===== config.mk =====
export PLATFORM = sky130hd
export DESIGN_NAME = instr_fetch_unit
export DESIGN_NICKNAME = d
export VERILOG_FILES = /design/src/rtl/instr_fetch_unit.sv
export SDC_FILE = /design/constraint.sdc
export NUM_CORES = 1
export LEC_CHECK = 0
export ABC_AREA = 1
export BUFFER_PORTS_ARGS = -buffer_cell sky130_fd_sc_hd__buf_2
export CAP_MARGIN = 20
export CORE_ASPECT_RATIO = 0.9
export CORE_MARGIN = 3
export CORE_UTILIZATION = 36
export CTS_CLUSTER_DIAMETER = 30
export DETAILED_ROUTE_END_ITERATION = 8
export SLEW_MARGIN = 10
export SYNTH_ARGS = -nofsm -noshare
export SYNTH_HDL_FRONTEND = slang
export SYNTH_SLANG_ARGS = --single-unit

===== constraint.sdc =====
create_clock -name clk_i -period 2.2 [get_ports clk_i]
set_input_delay 0.11 -clock clk_i [delete_from_list [all_inputs] [get_ports clk_i]]
set_output_delay 0.11 -clock clk_i [all_outputs]
set_load 0.03 [all_outputs]

===== src/rtl/instr_fetch_unit.sv =====
// Instruction fetch stage: owns the PC, issues one word fetch at a time to
// instruction memory and queues returned instructions in a 2-entry FIFO that
// feeds decode. Redirects from execute flush the queue and restart fetch.
module instr_fetch_unit #(
  parameter logic [31:0] RESET_PC  = 32'h0000_0000,
  parameter logic [31:0] NOP_INSTR = 32'h0000_0013
) (
  input  logic        clk_i,
  input  logic        rst_n_i,
  output logic        Imem_req_o,
  output logic [31:0] Imem_addr_o,
  input  logic        Imem_gnt_i,
  input  logic        Imem_rvalid_i,
  input  logic [31:0] Imem_rdata_i,
  input  logic        Redirect_i,
  input  logic [31:0] Redirect_pc_i,
  input  logic        ID_Ready_i,
  output logic        ID_Valid_o,
  output logic [31:0] ID_Instruction_o,
  output logic [31:0] ID_PC_o
);

  typedef enum logic [1:0] {StReq, StWait, StDrain, StHold} state_e;

  state_e      state_q, state_d;
  logic [31:0] pc_q, pc_d;
  logic [31:0] issued_pc_q, issued_pc_d;
  logic [1:0]  count_q, count_d;
  logic        rd_ptr_q, rd_ptr_d;
  logic [31:0] fifo_pc_q [2];
  logic [31:0] fifo_pc_d [2];
  logic [31:0] fifo_instr_q [2];
  logic [31:0] fifo_instr_d [2];

  logic push, pop, wr_ptr;
  logic unused_redirect_lsb;

  // Target low bits are forced to zero, so they are intentionally dropped.
  assign unused_redirect_lsb = ^Redirect_pc_i[1:0];

  // FIFO bookkeeping: a redirect flushes the queue and suppresses push and pop.
  always_comb begin
    pop    = (count_q != 2'd0) && ID_Ready_i && !Redirect_i;
    push   = (state_q == StWait) && Imem_rvalid_i && !Redirect_i;
    wr_ptr = rd_ptr_q ^ (count_q == 2'd1);

    fifo_pc_d    = fifo_pc_q;
    fifo_instr_d = fifo_instr_q;
    if (push) begin
      fifo_pc_d[wr_ptr]    = issued_pc_q;
      fifo_instr_d[wr_ptr] = Imem_rdata_i;
    end

    rd_ptr_d = pop ? ~rd_ptr_q : rd_ptr_q;
    if (Redirect_i) begin
      count_d = 2'd0;
    end else begin
      count_d = count_q + {1'b0, push} - {1'b0, pop};
    end
  end

  // Fetch FSM and PC next-state; redirect overrides the PC in every state.
  always_comb begin
    state_d     = state_q;
    pc_d        = pc_q;
    issued_pc_d = issued_pc_q;

    unique case (state_q)
      StReq: begin
        if (Imem_gnt_i) begin
          issued_pc_d = pc_q;
          pc_d        = pc_q + 32'd4;
          // A fetch granted alongside a redirect is stale and must be drained.
          state_d     = Redirect_i ? StDrain : StWait;
        end
      end
      StWait: begin
        if (Imem_rvalid_i) begin
          state_d = (count_d == 2'd2) ? StHold : StReq;
        end else if (Redirect_i) begin
          state_d = StDrain;
        end
      end
      StDrain: begin
        if (Imem_rvalid_i) state_d = StReq;
      end
      StHold: begin
        if (Redirect_i || (count_q < 2'd2)) state_d = StReq;
      end
      default: state_d = StReq;
    endcase

    if (Redirect_i) pc_d = {Redirect_pc_i[31:2], 2'b00};
  end

  // State registers.
  always_ff @(posedge clk_i or negedge rst_n_i) begin
    if (!rst_n_i) begin
      state_q      <= StReq;
      pc_q         <= RESET_PC;
      issued_pc_q  <= RESET_PC;
      count_q      <= 2'd0;
      rd_ptr_q     <= 1'b0;
      fifo_pc_q    <= '{default: 32'd0};
      fifo_instr_q <= '{default: 32'd0};
    end else begin
      state_q      <= state_d;
      pc_q         <= pc_d;
      issued_pc_q  <= issued_pc_d;
      count_q      <= count_d;
      rd_ptr_q     <= rd_ptr_d;
      fifo_pc_q    <= fifo_pc_d;
      fifo_instr_q <= fifo_instr_d;
    end
  end

  // Outputs depend only on flops; no input reaches them combinationally.
  always_comb begin
    Imem_req_o       = (state_q == StReq);
    Imem_addr_o      = pc_q;
    ID_Valid_o       = (count_q != 2'd0);
    ID_Instruction_o = ID_Valid_o ? fifo_instr_q[rd_ptr_q] : NOP_INSTR;
    ID_PC_o          = ID_Valid_o ? fifo_pc_q[rd_ptr_q] : 32'd0;
  end

endmodule


==> metrics.cfg <==
[min_path]
whs_path_depth=4
min_from=Redirect_pc_i[13]
min_to=Imem_addr_o[13]$_DFFE_PN0P_
hold_class=in -> reg

[cts]
clk_pin_slew_ps=70
cts-root-buf=clkbuf_16
postCtsSetupBuffers=0
clk_latency_ps=430
clock_sinks=189
cts_inserted_buffers=17
cts_max_level=4
cts_buffer_depth=2
cts_tree=yes

[job]
maxCapViolCount=0

[synth]
synth_edf_count=0
yosys.cell_types.count=28
synth-seq-cells=189
synthCells=1188
yosys_warnings=0
ys_seq_area_share_pct=52.11
synthesis.area_mm2=0.009076
synthTopCellsByArea=dfrtp_1 (52%), nand2_1 (18%), o21ai_1 (7.1%), inv_1 (5.0%), a21oi_1 (3.7%)
ys.flop_type=dfrtp_1
synth_common_cells=nand2_1 (436), dfrtp_1 (189), o21ai_1 (129)
synthArstFlopShare_pct=100.0
avgSynthCellArea_um2=7.640
synth_largest_area_cell=dfrtp_1
synthMostInstantiatedCell=nand2_1
synth_top_area_share_pct=52.11

[power]
power_frac_clock_pct=22.8
finalPower_uw=13320
switching_share_pct=39.75
p_comb_share_pct=33.9
powerDensity_mw_per_mm2=1169
peakVddDrop_mv=0.5189
seqPwrFrac_pct=43.3
power.switching_uw=5294
p_int_uw=8026
leakagePower_uw=0.005681

[floorplan]
ioPinCount=168
chipWidth_um=173.4
num_rows=54
die_h_um=156.6
core_region_area_mm2=0.02453
die_area_mm2=0.02716
initial_core_util_pct=37.01

[routing]
ant_nets=0
finalWirelength_um=24670
vias=8114
drt-pass1-iter-count=6
vias_per_cell=4.677
drc=0
drt_iter0_markers=737
wire_per_inst_um=14.22

[final_layout]
postLayoutCellArea_mm2=0.01139
diodes=0
area_growth_pct=25.54
final_cells=1735
final_nets=1459
drive_above_1_share_pct=15.94

[worst_setup_path]
rrSetupSlack_ps=280
cp_slowest_cell=dfrtp_2
worstReg2RegStart=count_q[1]$_DFF_PN0_
cp-end-kind=output pin
critical_path.cell_chain=inv_2 -> buf_6 -> nand2_1 -> a21oi_1 -> buf_2
worstPathRequired_ps=2090
cp.arrival_ps=1850
timing.rr.end=state_q[0]$_DFFE_PN0P_
rr_worst_depth=12
cpPeakStageDelay_ps=460
crit_family=buffers and inverters
path_max_fanout=21
crit_type=reg -> out
cp-start-kind=flip-flop
worst-path-buf-inv=3

[timing]
slew_viol_final=0
fin_hold_ws_ps=21.54
timing.fmax_mhz=510.2
timing.setup.tns_ps=0
rsz0062_at_grt=no
fin_worst_skew_ps=12.56
hold_viol=0
tightest_slew_ps=544.3
report.final.setup_viol=0
max_slew_margin_pct=63.71
fin_crit_sh_pct=89.10
min_period_ps=1960

[grt]
antenna_found_initial=0
grt_pass1_vias=7670
grt_pass1_wl_um=40720
grt_start_max_net_pins=92
grt.total_usage_pct=18.37
grt.overflow.total=0

[placement]
place_inst=1642
hpwlAfterDp_um=16440
portBuffers=161
placed_cell_area_mm2=0.01021
place.gp.congestion=0.9055

[run_status]
status=complete, no violations

## per-stage QoR
stage	util [%]	setup slack, ps
after floorplan	-	148.6
after global placement	41.64	344.3
after CTS	46.43	50.13
after detailed placement	41.64	290.1
final	46.46	239.9
after global routing	46.46	64.68
## sequential cells by signal (all words and copies together) (netlist names)
register	count
rd_ptr_q	1
fifo_pc_q	60
count_q	2
Imem_addr_o	30
state_q	2
issued_pc_q	30
fifo_instr_q	64
## layer usage
layer  track usage [%]  share of wire [%]
met5                 0                  0
met1             27.35                 51
met4             4.554                1.1
met3             3.760                5.3
met2             27.44                 43
## layout by cell type, fill, tap and decap left out, types with 2 or more instances in the layout
cell type	instances
a21oi_1	68
buf_12	6
buf_2	160
buf_4	9
buf_6	3
clkbuf_1	2
clkbuf_16	17
clkinvlp_4	4
conb_1	4
dfrtp_1	188
dlygate4sd3_1	61
ha_1	3
inv_1	121
inv_2	5
inv_6	4
inv_8	2
nand2_1	436
nand3_1	38
nand4_1	3
nor2_1	61
nor2_2	2
nor2_4	2
o211ai_1	4
o21ai_0	39
o21ai_1	129
o21ai_2	2
o21bai_1	4
xor2_1	13
## worst reg2reg max path, cell delays in order (launching register included)
cell,delay (ps)
dfrtp_1,440
nor2_4,140
inv_1,90
nand3_1,110
inv_1,60
ha_1,280
inv_1,50
ha_1,140
nand3b_1,130
nand3_1,100
nor2_1,100
nand3_1,80
a21oi_1,130
## power groups by stage
stage	clock network [uW]	registers [uW]	logic (uW)
floorplan	0	5790	3070
global placement	0	5790	4380
detailed placement	0	5820	4450
CTS	3100	5760	4560
global route	3250	5940	5150
finish	3040	5770	4510
## layout make-up
| type | instances | area [um^2] |
|---|---|---|
| fill | 2465 | 13130 |
| sequential | 189 | 4731 |
| multi-input combinational | 813 | 3573 |
| timing repair buffer | 239 | 1633 |
| inverter | 126 | 473.0 |
| clock buffer | 19 | 432.9 |
| tap | 336 | 420.4 |
| clock inverter | 13 | 131.4 |
## worst max path at each step
stage / startpoint / to / slack, ps / depth (start not counted)
finish: rd_ptr_q$_DFFE_PN0P_ / ID_PC_o[5] / 240 / 5
global route: count_q[1]$_DFF_PN0_ / state_q[0]$_DFFE_PN0P_ / 60 / 12
CTS: count_q[1]$_DFF_PN0_ / ID_PC_o[21] / 50 / 4
detailed placement: count_q[1]$_DFF_PN0_ / state_q[0]$_DFFE_PN0P_ / 290 / 12
global placement: count_q[1]$_DFF_PN0_ / state_q[0]$_DFFE_PN0P_ / 340 / 12
floorplan: count_q[1]$_DFF_PN0_ / state_q[1]$_DFFE_PN0P_ / 150 / 12
## what timing repair did
| action | CTS | global route |
|---|---|---|
| gates resized for setup | 0 | 2 |
| hold buffers | 61 | 0 |
| endpoints found under the hold margin | 146 | 0 |
| setup endpoints to repair | 0 | 4 |
## kinds of logic (layout without fill, tap and decap cells)
family                   Yosys count  after routing  synth area share, %
AO/OA/AOI/OAI                    247            247                13.94
XOR/XNOR                          13             13                1.254
adder cells (fa/ha/maj)            3              3               0.4136
buffers and inverters            189            397                8.754
flip-flops                       189            189                52.11
other                              1              4              0.04132
AND/OR/NAND/NOR                  546            546                23.49
Note: power is estimated with default switching activity, not from simulation.
